[src/rtl/spi_ctrl_pkg.sv]
// spi_ctrl_pkg: shared state encoding and default parameters for the SPI frame controller.
package spi_ctrl_pkg;
  typedef enum logic [2:0] {IDLE, SETUP, HIGH, LOW, END} state_e;
  localparam int DEF_BIT_LENGTH = 20;
  localparam int DEF_CLK_DIV = 4;
  localparam int DEF_CS_SETUP = 2;
  localparam int DEF_CS_HOLD = 2;
endpackage

[src/rtl/spi_phase_div.sv]
// spi_phase_div: loadable down-counter flagging the final cycle of a phase.
module spi_phase_div #(
  parameter int W = 3
) (
  input  logic         clk,
  input  logic         reset,
  input  logic         load_i,
  input  logic [W-1:0] load_val_i,
  output logic         phase_last_o
);
  logic [W-1:0] cnt_q;
  always_ff @(posedge clk) begin
    if (reset) cnt_q <= '0;
    else if (load_i) cnt_q <= load_val_i;
    else if (cnt_q != '0) cnt_q <= cnt_q - 1'b1;
  end
  assign phase_last_o = cnt_q == W'(1);
endmodule

[src/rtl/spi_frame_ctrl.sv]
// spi_frame_ctrl: SPI mode-0 LSB-first master sequencing an external shift register.
// Define SPI_CS_HOLD_EN to keep cs_n low for CS_HOLD extra cycles after the last sclk fall.
module spi_frame_ctrl
  import spi_ctrl_pkg::*;
#(
  parameter int BIT_LENGTH = DEF_BIT_LENGTH,
  parameter int CLK_DIV    = DEF_CLK_DIV,
  parameter int CS_SETUP   = DEF_CS_SETUP,
  parameter int CS_HOLD    = DEF_CS_HOLD
) (
  input  logic                  clk,
  input  logic                  reset,
  input  logic                  start,
  output logic                  busy,
  output logic                  done,
  output logic [BIT_LENGTH-1:0] rx_data,
  input  logic [BIT_LENGTH-1:0] sr_q,
  output logic                  sr_load_en,
  output logic                  sr_shift_en,
  output logic                  sr_serial_in,
  output logic                  sclk,
  output logic                  cs_n,
  output logic                  mosi,
  input  logic                  miso
);
  localparam int DW = $clog2(CLK_DIV + CS_HOLD + 1);
  localparam int CW = $clog2(BIT_LENGTH + 1);
`ifdef SPI_CS_HOLD_EN
  localparam int END_LEN = CLK_DIV + CS_HOLD;
`else
  localparam int END_LEN = CLK_DIV;
`endif
  state_e                state_q;
  logic [CW-1:0]         bit_cnt_q;
  logic                  miso_q, busy_q, done_q, cs_n_q, sclk_q;
  logic [BIT_LENGTH-1:0] rx_data_q;
  logic                  phase_last, last_bit, div_load;
  logic [DW-1:0]         div_val;
  assign last_bit = bit_cnt_q == CW'(BIT_LENGTH - 1);
  // Reload the divider on every state entry with the length of the phase being entered.
  assign div_load = (state_q == IDLE) ? start : (state_q != END) && phase_last;
  assign div_val = (state_q == IDLE) ? DW'(CS_SETUP) :
                   (state_q == HIGH && last_bit) ? DW'(END_LEN) : DW'(CLK_DIV);
  spi_phase_div #(.W(DW)) u_div (
    .clk          (clk),
    .reset        (reset),
    .load_i       (div_load),
    .load_val_i   (div_val),
    .phase_last_o (phase_last)
  );
  always_ff @(posedge clk) begin
    if (reset) begin
      state_q   <= IDLE;
      bit_cnt_q <= '0;
      miso_q    <= 1'b0;
      busy_q    <= 1'b0;
      done_q    <= 1'b0;
      cs_n_q    <= 1'b1;
      sclk_q    <= 1'b0;
      rx_data_q <= '0;
    end else begin
      done_q <= 1'b0;
      case (state_q)
        IDLE: if (start) begin
          state_q   <= SETUP;
          bit_cnt_q <= '0;
          cs_n_q    <= 1'b0;
          busy_q    <= 1'b1;
        end
        SETUP, LOW: if (phase_last) begin
          state_q <= HIGH;
          sclk_q  <= 1'b1;
          miso_q  <= miso;
        end
        HIGH: if (phase_last) begin
          state_q   <= last_bit ? END : LOW;
          sclk_q    <= 1'b0;
          bit_cnt_q <= bit_cnt_q + 1'b1;
        end
        END: if (phase_last) begin
          state_q   <= IDLE;
          cs_n_q    <= 1'b1;
          busy_q    <= 1'b0;
          done_q    <= 1'b1;
          rx_data_q <= sr_q;
        end
        default: state_q <= IDLE;
      endcase
    end
  end
  assign sr_load_en   = !reset && state_q == IDLE && start;
  assign sr_shift_en  = !reset && state_q == HIGH && phase_last;
  assign sr_serial_in = miso_q;
  assign busy         = busy_q;
  assign done         = done_q;
  assign cs_n         = cs_n_q;
  assign sclk         = sclk_q;
  assign rx_data      = rx_data_q;
  assign mosi         = !cs_n_q && sr_q[0];
endmodule

[config.mk]
export PLATFORM = sky130hd
export DESIGN_NAME = spi_frame_ctrl
export DESIGN_NICKNAME = d
export VERILOG_FILES = /design/src/rtl/spi_ctrl_pkg.sv /design/src/rtl/spi_phase_div.sv /design/src/rtl/spi_frame_ctrl.sv
export SDC_FILE = /design/constraint.sdc
export NUM_CORES = 1
export LEC_CHECK = 0
export CORE_AREA = 5 5 74 83
export CTS_CLUSTER_DIAMETER = 150
export CTS_CLUSTER_SIZE = 24
export DETAILED_ROUTE_END_ITERATION = 12
export DIE_AREA = 0 0 79 88
export PLACE_DENSITY = 0.57
export SLEW_MARGIN = 20
export SYNTH_ARGS = -nofsm -noshare
export SYNTH_HDL_FRONTEND = slang
export SYNTH_SLANG_ARGS = --single-unit
[constraint.sdc]
create_clock -name clk -period 1.6 [get_ports clk]
set_input_delay 0.16 -clock clk [delete_from_list [all_inputs] [get_ports clk]]
set_output_delay 0.16 -clock clk [all_outputs]
set_load 0.1 [all_outputs]
==> metrics.txt, run 1 <==
final setup vio count=2; pwr dens=1112 mW/mm²; CTS buffer count=5; GPL Wtd Cong=0.7900; largest net degree at the start of global routing=23; Power, Total=~0.0029 W; Antenna Nets Post-Route=0; setup skew after layout=0.009409 ns; final core utilization=49.66%; RSZ-0062 raised after global routing=yes; Worst Reg2Reg Path Length in Cells=7; Cell variety after synth=35; clk buf depth=2; Top FF cell, synth=dfxtp_1; Post-CTS Hold Fix Bufs=0; Syn Area/Cell=10.27 µm²; DRC errors left=0; DR vias=1293; H-tree depth=2; VDD IR-drop max=0.0005338 V; synthesized area=0.001406 mm²; Crit Path Category=flop to primary output; GRT Total Usage=10.89%; Slew Limit Headroom=84.76%; status=complete, but fails checks; Slowest-stage cell, CP=or4b_4; Die ar.=0.006952 mm²; Synth Warn #=0; Clock Latency Late Sink=~0.29 ns; failing checks=negative setup slack; vias per cell=a little under 5; most instantiated library cell after synthesis=dfxtp_1; IO buf count=51; Post-synth top cells=36 x dfxtp_1, 20 x a22o_1, 12 x nor2_1; syn nets=around 170; post-synth top area share=51.25%; Worst Hold Class=input pin to flop; clock sink count=36; arrival time worst endpoint=1.50 ns; fin crit share=103.9%; largest area contributor in the netlist=dfxtp_1; final global-route overflow total=0; min Tclk post-route=1.663 ns; Crit path largest cell delay=about 0.57 ns; FFs w/ async S/R, synth=0%; WL final=3652 µm; register area share after synthesis=51.25%; initial antenna violation count=0; Setup Slack @ Placement=-0.09439 ns; CP cell instances=or4b_4 -> nor2_4 -> buf_12; Setup crit start kind=flop; Reg-to-Reg End=bit_cnt_q[4]$_SDFFE_PP0P_; CORE AREA=roughly 0.0052 mm²; Hold Startpoint=sr_q[2]; fin nets=around 240; FF-to-FF setup slack=about 0.060 ns; Slew @ Worst Pin=0.2256 ns; fin. max-slew vios=0; Fillers=roughly 460; Die Y=88 µm; Leak=1.020 nW; CTS tree=built; worst setup margin=-0.06312 ns; first drt pass iteration count=4; # diodes=0; layout cells sized above 1=36.84%; Critical path buffers and inverters=1; starting density of the core=26.94%; first-pass GRT wire length=5913 µm; Reg clk slew, reported paths=0.08 ns; cells after synthesis=137; final hold violation count=0; initial DRC count=45; crit path max fanout=2; Synth area leaders=dfxtp_1 51%, a22o_1 12%, ha_1 3.6%; post-DP HPWL=2656 µm; Post-synth EDFFs=0; max_cap viols=0; Root Buffer=clkbuf_8; Crit path required time=1.44 ns; hold depth=2; Critical Path Sink Type=primary output; P&R area growth vs syn=84.34%; row count=28; DR WL/cell=13.58 µm; Top Family by Delay on Critical Path=simple AND/OR/NAND/NOR gates; R2R Path Start=u_div.cnt_q[1]$_SDFFE_PP0P_; post-synthesis register bit count=36; Max Fclk=0.6013 GHz; Top Ports=52; Worst Hold End=rx_data[2]$_SDFFE_PP0P_; DIE WIDTH=~80 µm; vias in the first global route=between 1000 and 1500
repair_timing:
action	in CTS	in global routing
gates cloned	0	0
endpoints found under the hold margin	0	0
setup endpoints to repair	2	5
resized for setup	8	7
pin swaps	2	5
setup buffers	2	5
worst max-delay path by stage:
stage,cells after the start,end,startpoint,slack [ns]
after floorplan,4,sr_load_en,state_q[2]$_SDFFE_PP0P_,-0.12
after global placement,6,state_q[0]$_SDFFE_PP0P_,start,-0.09
after detailed placement,6,state_q[0]$_SDFFE_PP0P_,start,-0.09
after CTS,4,sr_load_en,state_q[0]$_SDFFE_PP0P_,-0.12
after global routing,6,sr_shift_en,u_div.cnt_q[1]$_SDFFE_PP0P_,-0.11
final,3,sr_load_en,state_q[1]$_SDFFE_PP0P_,-0.06
area by class of cell:
type | count | area (µm²) | share of cell area [%]
tap | 60 | 75.07 | 2.896
clock buffer | 5 | 68.82 | 2.654
timing repair buffer | 73 | 980.9 | 37.84
clock inverter | 3 | 18.77 | 0.7239
multi-input combinational | 89 | 711.9 | 27.46
sequential | 36 | 725.7 | 27.99
inverter | 3 | 11.26 | 0.4344
through the flow:
stage                     hold slack, ns  instance area, µm²  cells  TNS [ns]
after global routing              0.4550                2592    269   -0.2393
final                             0.4572                2592    269  -0.07698
after global placement            0.4607                2420    256   -0.2907
after detailed placement          0.4656                2420    256   -0.3954
after CTS                         0.4452                2555    266   -0.1880
after floorplan                   0.2393                1448    137   -0.1227
layout by cell type, fill, tap and decap left out, types with 4 or more instances in the layout:
master	n
nor2_1	9
nand2_1	6
a21oi_1	5
buf_4	20
clkbuf_8	5
buf_12	30
dfxtp_2	4
dfxtp_1	32
clkdlybuf4s50_1	23
a22o_1	20
registers in the layout, indices dropped and copies added (netlist names):
name and flops:
bit_cnt_q 5, busy 1, cs_n 1, done 1, rx_data 20, sclk 1, sr_serial_in 1, state_q 3
u_div.cnt_q 3
cells by family after synthesis:
| logic type | synth area share (%) |
|---|---|
| adders and majority gates | 3.559 |
| and+or+nand+nor | 15.39 |
| AOI/OAI and AO/OA | 20.82 |
| muxes | 2.224 |
| DFF | 51.25 |
| buffers and inverters | 4.271 |
| xor gates and xnor gates | 2.492 |
metal layers:
layer	routed length, µm	global-route usage [%]
met1	1639	13.58
met2	1730	17.30
met3	236	3.601
met4	46	4.531
met5	0	0
power breakdown:
part	switching (W)	internal (W)
clock	0.000337	0.000303
combinational	0.000643	0.000554
sequential	0.0000725	0.000975
total	0.00105	0.00183
Note: power is estimated with default switching activity, not from simulation.
==> run 2: changes to the inputs <==
- CAP_MARGIN: unset -> 20
- CTS_CLUSTER_DIAMETER: 150 -> unset
==> results of run 2 <==
The final DEF is identical to that of run 1; final timing and power are the same.
